==> config.mk <==
export PLATFORM = sky130hd
export DESIGN_NAME = qclk_pulse_trig
export DESIGN_NICKNAME = d
export VERILOG_FILES = /design/src/rtl/qclk_pulse_trig.sv
export SDC_FILE = /design/constraint.sdc
export NUM_CORES = 1
export LEC_CHECK = 0
export CAP_MARGIN = 10
export CORE_ASPECT_RATIO = 1.1
export CORE_MARGIN = 5
export CORE_UTILIZATION = 51
export DETAILED_ROUTE_END_ITERATION = 16
export PLACE_DENSITY = 0.8
export SKIP_LAST_GASP = 1
export SLEW_MARGIN = 30
export SYNTH_ARGS = -nofsm -noshare
export SYNTH_HDL_FRONTEND = slang
export SYNTH_SLANG_ARGS = --single-unit
==> constraint.sdc <==
create_clock -name clk -period 20.5 [get_ports clk]
set_input_delay 6.15 -clock clk [delete_from_list [all_inputs] [get_ports clk]]
set_output_delay 6.15 -clock clk [all_outputs]
set_load 0.05 [all_outputs]
==> src/rtl/qclk_pulse_trig.sv <==
// Quantum clock (qclk) and pulse-trigger timing.
// Keeps the program qclk, stages pulse commands and releases each one on its
// requested qclk tick. A request whose time has already passed fires at once
// so the control FSM never waits forever, and it sets a sticky late flag.
module qclk_pulse_trig #(
  parameter int unsigned QCLK_WIDTH       = 32,
  parameter int unsigned PULSE_DATA_WIDTH = 64,
  parameter int unsigned FIRE_CNT_WIDTH   = 16
) (
  input  logic                        clk,
  input  logic                        reset,
  input  logic                        sync_reset,
  input  logic                        qclk_load_en,
  input  logic [QCLK_WIDTH-1:0]       qclk_load_val,
  output logic [QCLK_WIDTH-1:0]       qclk_out,
  input  logic                        write_pulse_en,
  input  logic [QCLK_WIDTH-1:0]       pulse_time_in,
  input  logic [PULSE_DATA_WIDTH-1:0] pulse_data_in,
  input  logic                        c_strobe_enable,
  output logic                        cstrobe_out,
  output logic                        pulse_valid_out,
  output logic [PULSE_DATA_WIDTH-1:0] pulse_data_out,
  output logic                        late_err,
  input  logic                        late_clr,
  output logic [FIRE_CNT_WIDTH-1:0]   fire_count
);

  localparam logic [QCLK_WIDTH-1:0]     QclkOne = {{(QCLK_WIDTH-1){1'b0}}, 1'b1};
  localparam logic [FIRE_CNT_WIDTH-1:0] CntOne  = {{(FIRE_CNT_WIDTH-1){1'b0}}, 1'b1};

  typedef enum logic [1:0] {
    StIdle,
    StArmed,
    StFired
  } state_e;

  state_e                      state_q;
  logic [QCLK_WIDTH-1:0]       qclk_q;
  logic [QCLK_WIDTH-1:0]       time_q;
  logic [PULSE_DATA_WIDTH-1:0] data_q;
  logic                        pulse_valid_q;
  logic [PULSE_DATA_WIDTH-1:0] pulse_data_q;
  logic                        late_err_q;
  logic [FIRE_CNT_WIDTH-1:0]   fire_count_q;

  logic [QCLK_WIDTH-1:0]       eff_time;
  logic [PULSE_DATA_WIDTH-1:0] eff_data;
  logic [QCLK_WIDTH-1:0]       diff;
  logic                        hit;
  logic                        late;
  logic                        fire;

  // Compare against the current request: a write this cycle bypasses staging.
  always_comb begin
    eff_time = write_pulse_en ? pulse_time_in : time_q;
    eff_data = write_pulse_en ? pulse_data_in : data_q;
    // Modular difference: MSB set means the target is still ahead (wrap-safe).
    diff     = qclk_q - eff_time;
    hit      = (diff == '0);
    late     = (diff != '0) && !diff[QCLK_WIDTH-1];
    fire     = c_strobe_enable && (state_q != StFired) && (hit || late) && !reset;
  end

  // qclk: sync clear beats load beats increment; wraps naturally.
  always_ff @(posedge clk or posedge reset) begin
    if (reset) begin
      qclk_q <= '0;
    end else if (sync_reset) begin
      qclk_q <= '0;
    end else if (qclk_load_en) begin
      qclk_q <= qclk_load_val;
    end else begin
      qclk_q <= qclk_q + QclkOne;
    end
  end

  // Pulse staging registers; kept across an FSM abort so a retry can reuse them.
  always_ff @(posedge clk or posedge reset) begin
    if (reset) begin
      time_q <= '0;
      data_q <= '0;
    end else if (write_pulse_en) begin
      time_q <= pulse_time_in;
      data_q <= pulse_data_in;
    end
  end

  // Trigger FSM with registered issue outputs; FIRED blocks re-fire until enable drops.
  always_ff @(posedge clk or posedge reset) begin
    if (reset) begin
      state_q       <= StIdle;
      pulse_valid_q <= 1'b0;
      pulse_data_q  <= '0;
      late_err_q    <= 1'b0;
      fire_count_q  <= '0;
    end else begin
      pulse_valid_q <= fire;
      if (fire) begin
        pulse_data_q <= eff_data;
        fire_count_q <= fire_count_q + CntOne;
      end
      // A late fire sets the flag even if a clear is requested in the same cycle.
      if (fire && !hit) begin
        late_err_q <= 1'b1;
      end else if (late_clr) begin
        late_err_q <= 1'b0;
      end
      unique case (state_q)
        StIdle, StArmed: begin
          if (fire) begin
            state_q <= StFired;
          end else if (c_strobe_enable) begin
            state_q <= StArmed;
          end else begin
            state_q <= StIdle;
          end
        end
        StFired: begin
          if (!c_strobe_enable) begin
            state_q <= StIdle;
          end
        end
        default: state_q <= StIdle;
      endcase
    end
  end

  assign qclk_out        = qclk_q;
  assign cstrobe_out     = fire;
  assign pulse_valid_out = pulse_valid_q;
  assign pulse_data_out  = pulse_data_q;
  assign late_err        = late_err_q;
  assign fire_count      = fire_count_q;

endmodule

==> results of run 1 <==
==> through the flow <==
stage / utilization, % / power (W)
2_1_floorplan: - / 0.00100
3_3_place_gp: 64.2 / 0.00122
3_5_place_dp: 64.2 / 0.00123
4_1_cts: 67.6 / 0.00163
5_1_grt: 67.6 / 0.00168
6_report: 67.6 / 0.00161
==> power groups by stage <==
| stage | combinational (W) | clock (W) | sequential [W] |
|---|---|---|---|
| final | 0.000662 | 0.000384 | 0.000562 |
| after global placement | 0.000658 | 0 | 0.000565 |
| after CTS | 0.000668 | 0.000396 | 0.000563 |
| after global routing | 0.000696 | 0.000412 | 0.000574 |
| after floorplan | 0.000182 | 0 | 0.000821 |
| after detailed placement | 0.000664 | 0 | 0.000570 |
==> state kept, by name, summed over array words and instances, names as in the netlist <==
register and flops:
pulse_valid_out 1, late_err 1, pulse_data_out 64, fire_count 16, state_q 2, data_q 64, time_q 32, qclk_out 32
==> worst max path at each step <==
stage               slack, ns           start  cells past startpoint          end
finish                   4.33  write_pulse_en                      9  cstrobe_out
global route             4.07  write_pulse_en                      9  cstrobe_out
CTS                      4.28  write_pulse_en                      9  cstrobe_out
detailed placement       4.27  write_pulse_en                      9  cstrobe_out
global placement         4.32  write_pulse_en                      9  cstrobe_out
floorplan                2.28           reset                      6  cstrobe_out
==> Yosys cell counts (all sizes together), types with 3 or more instances <==
cell | instances | area share [%]
o31ai | 3 | 0.21
xnor2 | 34 | 2.8
a31oi | 5 | 0.29
nand2 | 45 | 1.6
mux2i | 34 | 3.2
and4 | 5 | 0.41
dfrtp | 212 | 50
xor2 | 24 | 2.0
clkbuf | 21 | 0.74
o21ai | 28 | 1.4
mux2 | 132 | 14
a21oi | 66 | 3.3
nand4 | 24 | 1.4
inv | 43 | 1.5
nand2b | 3 | 0.18
or3 | 7 | 0.42
nor2 | 72 | 2.5
and2 | 4 | 0.24
o211ai | 4 | 0.28
and3 | 14 | 0.82
ha | 37 | 4.4
nand3 | 32 | 1.5
buf | 24 | 1.8
a211oi | 4 | 0.28
nor3 | 6 | 0.28
nor4 | 3 | 0.18
a21o | 11 | 0.80
o21a | 4 | 0.28
o21bai | 3 | 0.21
nor2b | 7 | 0.41
==> cells in the final DEF, fill, tap and decap left out, types with 4 or more instances in the layout <==
master	instances
a21o_1	9
and4_1	5
o21ai_0	22
dfrtp_1	212
a211oi_1	4
ha_1	37
clkdlybuf4s50_1	246
clkbuf_16	23
mux2i_1	34
mux2_1	56
nand3_1	31
buf_4	4
xnor2_1	34
or3_1	6
o211ai_1	4
nor2_1	72
nor3_1	6
clkbuf_1	5
o21ai_1	4
nor2b_1	7
a31oi_1	5
nand2_1	45
o21a_1	4
a21oi_1	63
and3_1	14
xor2_1	24
clkinv_2	5
inv_1	42
nand4_1	24
mux2_2	76
and2_1	4
==> worst max-delay path, cell delays in order <==
cell             delay [ns]
buf_4                  0.43
buf_4                  0.78
mux2i_1                0.31
ha_1                   0.32
a21oi_1                0.25
nand3_1                0.11
or3_2                  0.47
nand3_4                0.28
clkdlybuf4s50_1        0.87
==> cells by family (layout without fill, tap and decap cells) <==
logic type / Yosys count / in the layout / synth area share, %
xor gates and xnor gates: 58 / 58 / 4.78
AOI/OAI and AO/OA: 153 / 153 / 9.27
buffers and inverters: 88 / 333 / 4.09
adders and majority gates: 37 / 37 / 4.35
muxes: 166 / 166 / 17.2
and+or+nand+nor: 228 / 228 / 10.4
DFF: 212 / 212 / 49.9
==> routing by layer <==
layer  share of wire [%]  wire (um)
met4                 2.6        671
met1                  42      11000
met2                  48      12700
met5                   0          0
met3                 7.0       1850
==> final cells by class <==
| class | count | area share [%] |
|---|---|---|
| Sequential cell | 212 | 38.1 |
| Clock buffer | 31 | 4.57 |
| Timing Repair Buffer | 252 | 18.0 |
| Inverter | 43 | 1.25 |
| Clock inverter | 7 | 0.450 |
| Tap cell | 256 | 2.30 |
| Multi-Input combinational cell | 642 | 35.3 |
==> metrics.cfg, run 1 <==
[run_status]
status=complete, no violations

[power]
switching_share_pct=39.1
pwr_density_cell_mw_per_mm2=116
p_int_w=0.000980
pwr-share-comb_pct=41.2
switching_power_w=0.000628
leakagePower_nw=6.03
vdd_drop_max_uv=55.8
clock_power_share_pct=23.9
p_seq_share_pct=35.0

[die]
boundaryPins=250
die_w_um=148
rows=55
die_h_um=161
start_util_pct=51.7
die-area_mm2=0.0238
core_mm2=0.0206

[clock_tree]
clock_sinks=212
htreeDepth=1
ctsHoldBuffers=0
clk_latency_ns=0.49
cts_setup_buffers=0
tritoncts=yes
numCtsBuffers=22
cts_resized=0
clockBufferDepth=3
root_buffer=clkbuf_16
clk_pin_slew_ns=0.06

[min_path]
holdPathStages=1
holdPathEnd=state_q[0]
hold_class=reg -> reg
worstHoldStart=state_q[1]

[critical_path]
cp_max_fo=64
rr_endpoint=pulse_data_out[22]
r2r_cells=11
ff2ff_setup_slack_ns=16.56
crit_path_end_kind=primary output
path_class=in -> out
crit_arrival_ns=10.02
critPathLaunchType=primary input
reg2reg_from=time_q[10]
critPathRequiredTime_ns=14.35

[routing]
first_iter_violations=397
wl_per_cell_um=18.2
drt-total-wl_mm=26.3
vias=7941
drt-vias-per-instance=5.50
dr.pass1.iters=5
antenna_left=0
drc=0

[placed_design]
hpwl_mm=19.1
pre_cts_slack_ns=4.27
place.gp.congestion=0.921
post-place-cells=1405
placed_cell_area_mm2=0.0132
portBuffers=249

[synthesis]
synth_ff_type=dfrtp_1
synth_cells=942
syn_avg_cell_area_um2=11.3
yosysWarnings=0
synth.distinct_cells=65
async_reset_ff_share_pct=100
synth_edf_count=0
yosysSeqAreaShare_pct=49.9
syn_nets=1114
synth-seq-cells=212
netlist_area_mm2=0.0106

[timing]
holdWs_ns=0.450
skew_ns=0.0109
worst_slack_ns=4.33
report.final.slew_viol_count=0
post-route-min-period_ns=16.17
hold_viol_final=0
fin_tns_setup_ns=0
period_share_pct=78.9
tightest_slew_ns=0.869
rsz0062_at_grt=no
setup_viol=0
relSlewSlack_pct=42.1
fmax_ghz=0.0618

[grt]
grt_pass1_vias=8281
grt_use_met1_pct=28.3
use_met3_pct=4.66
top_usage_layer=met2
track_usage_pct=21.8
grt_pass1_wl_mm=42.6
antenna_found_initial=0
grt_max_degree=128
grt_util_met2_pct=37.1
grt-ovfl-total=0

[final_layout]
area.sequential_mm2=0.00531
n_antenna_cell=0
n_fill_cell=1538
area_delta_synth_final_pct=30.8
stdcell_count=1443
drive_above_1_share_pct=11.2
multi_input_area_mm2=0.00491
design_area_mm2=0.0139
fin_nets=1345

[run]
drv_cap=0

Note: power is estimated with default switching activity, not from simulation.
==> inputs of run 2 (changes only) <==
--- a/config.mk
+++ b/config.mk
@@ -8,9 +8,9 @@
 export CAP_MARGIN = 10
 export CORE_ASPECT_RATIO = 1.1
 export CORE_MARGIN = 5
-export CORE_UTILIZATION = 51
+export CORE_UTILIZATION = 46
 export DETAILED_ROUTE_END_ITERATION = 16
-export PLACE_DENSITY = 0.8
+export PLACE_DENSITY = 0.77
 export SKIP_LAST_GASP = 1
 export SLEW_MARGIN = 30
 export SYNTH_ARGS = -nofsm -noshare
==> constraint.sdc (replaced) <==
create_clock -name clk -period 14 [get_ports clk]
set_input_delay 4.2 -clock clk [delete_from_list [all_inputs] [get_ports clk]]
set_output_delay 4.2 -clock clk [all_outputs]
set_load 0.05 [all_outputs]
==> metrics.cfg, run 2 (synthesis results as in run 1) <==
[final_layout]
final_common_cell=clkdlybuf4s50_1
stdcell_count=1489  ; +3.2%
final_cell_mix=clkdlybuf4s50_1, dfrtp_1, mux2_2
drive_above_1_share_pct=11.5  ; +0.32 points
n_antenna_cell=0  ; unchanged
fin_nets=1349  ; +0.30%
area_delta_synth_final_pct=31.7

[critical_path]
critPathLaunchType=primary input
crit_buf_inv=2  ; -1
critPathRequiredTime_ns=9.80  ; -4.55 ns
crit_path_end_kind=primary output
slowest_stage=clkdlybuf4s50_1
cpPeakStageDelay_ns=0.84  ; -0.03 ns
cp_top_family=buffers and inverters
cp_cell_sequence=buf_4, mux2i_1, ha_1, a21oi_1, o21a_1, o211a_1, a211o_2, a21oi_4, or3_2, nand3_4, clkdlybuf4s50_1
crit_arrival_ns=7.92  ; -2.10 ns
path_class=in -> out
cp_max_fo=43  ; -33%

[routing]
dr_wl_met2_mm=12.2  ; -4.0%
drt-vias-per-instance=5.35  ; -2.9%
wl_per_cell_um=17.8  ; -2.2%
first_iter_violations=314  ; -21%
antenna_left=0  ; unchanged
vias=7959  ; +0.23%
drt-total-wl_mm=26.5  ; +0.96%
met1_length_mm=11.9  ; +8.1%
topRoutingLayerUsed=met4
drc=0  ; unchanged
wl_met3_mm=1.80  ; -2.9%
dr.pass1.iters=4  ; -1

[timing]
fmax_ghz=0.0825
rsz0062_at_grt=no
post-route-min-period_ns=12.12
relSlewSlack_pct=47.8  ; +5.7 points
fin_tns_setup_ns=0  ; unchanged
tightest_slew_ns=0.784  ; -0.0852 ns
period_share_pct=86.6
worst_slack_ns=1.88  ; -2.45 ns
holdWs_ns=0.431  ; -0.0187 ns
report.final.slew_viol_count=0  ; unchanged
skew_ns=0.0123  ; +0.00144 ns
hold_viol_final=0  ; unchanged
setup_viol=0  ; unchanged

[die]
die_w_um=155  ; +4.9%
die-area_mm2=0.0263  ; +10%
boundaryPins=250  ; unchanged
rows=58  ; +5.5%
core_mm2=0.0229  ; +11%
die_h_um=169  ; +5.0%
start_util_pct=46.5  ; -5.2 points

[min_path]
hold_class=reg -> reg

[clock_tree]
clk_latency_ns=0.50  ; about the same
tritoncts=yes
ctsHoldBuffers=0  ; unchanged
numCtsBuffers=22  ; unchanged
clockBufferDepth=3  ; unchanged
clk_pin_slew_ns=0.06  ; about the same
htreeDepth=1  ; unchanged
cts_resized=0  ; unchanged
root_buffer=clkbuf_16
cts_setup_buffers=0  ; unchanged
clock_sinks=212  ; unchanged

[power]
leakagePower_nw=6.04  ; about the same
pwr_density_cell_mw_per_mm2=168  ; +46%
vdd_drop_max_uv=90.6  ; +62%
finalPower_w=0.00236  ; +47%

[grt]
grt-ovfl-total=0  ; unchanged
grt_max_degree=84  ; -34%
track_usage_pct=19.9  ; -1.9 points
grt_pass1_vias=8224  ; -0.69%
antenna_found_initial=0  ; unchanged
grt_pass1_wl_mm=43.0  ; +0.81%

[placed_design]
pre_cts_slack_ns=1.87  ; -2.40 ns
hpwl_mm=19.7  ; +2.9%
place.gp.congestion=0.873  ; -5.2%
post-place-cells=1452  ; +3.3%
portBuffers=249  ; unchanged

[run]
drv_cap=0  ; unchanged

[run_status]
status=complete, no violations

run 2: final cells by class:
type | count | area (um^2)
well taps | 300 | 375
inverters | 43 | 165
clock inverters | 10 | 110
repair buffers | 256 | 2560
clock buffers | 26 | 587
fillers | 1873 | 8850
flip-flops and latches | 212 | 5310
multi-input cells | 642 | 4910
run 2: metal layers:
| layer | GRT usage [%] | up-vias |
|---|---|---|
| met1 | 27.6 | 3864 |
| li1 | - | 3805 |
| met2 | 32.6 | 245 |
| met3 | 3.65 | 45 |
| met5 | 0 | - |
| met4 | 4.92 | 0 |
run 2: final timing paths:
check	from	endpoint	slack, ns	cells after the start
max	write_pulse_en	cstrobe_out	1.88	11
min	state_q[1]	state_q[0]	0.43	1
max reg2reg	qclk_out[5]	late_err	10.32	10
min reg2reg	state_q[1]	state_q[0]	0.43	1
max in group asynchronous	reset	pulse_data_out[59]	8.53	5
min in group asynchronous	reset	data_q[42]	4.22	3
run 2: metrics by stage:
stage | util, % | cell area [um^2]
after global routing | 61.3 | 14000
after detailed placement | 58.1 | 13300
after CTS | 61.1 | 14000
after global placement | 58.1 | 13300
final | 61.3 | 14000
after floorplan | - | 10600
run 2: report_power, final:
part | internal, W | total, W | leakage (nW) | switching (W)
logic | 0.000353 | 0.000971 | 3.14 | 0.000618
clock network | 0.000335 | 0.000565 | 0.331 | 0.000230
registers | 0.000749 | 0.000823 | 2.57 | 0.0000739
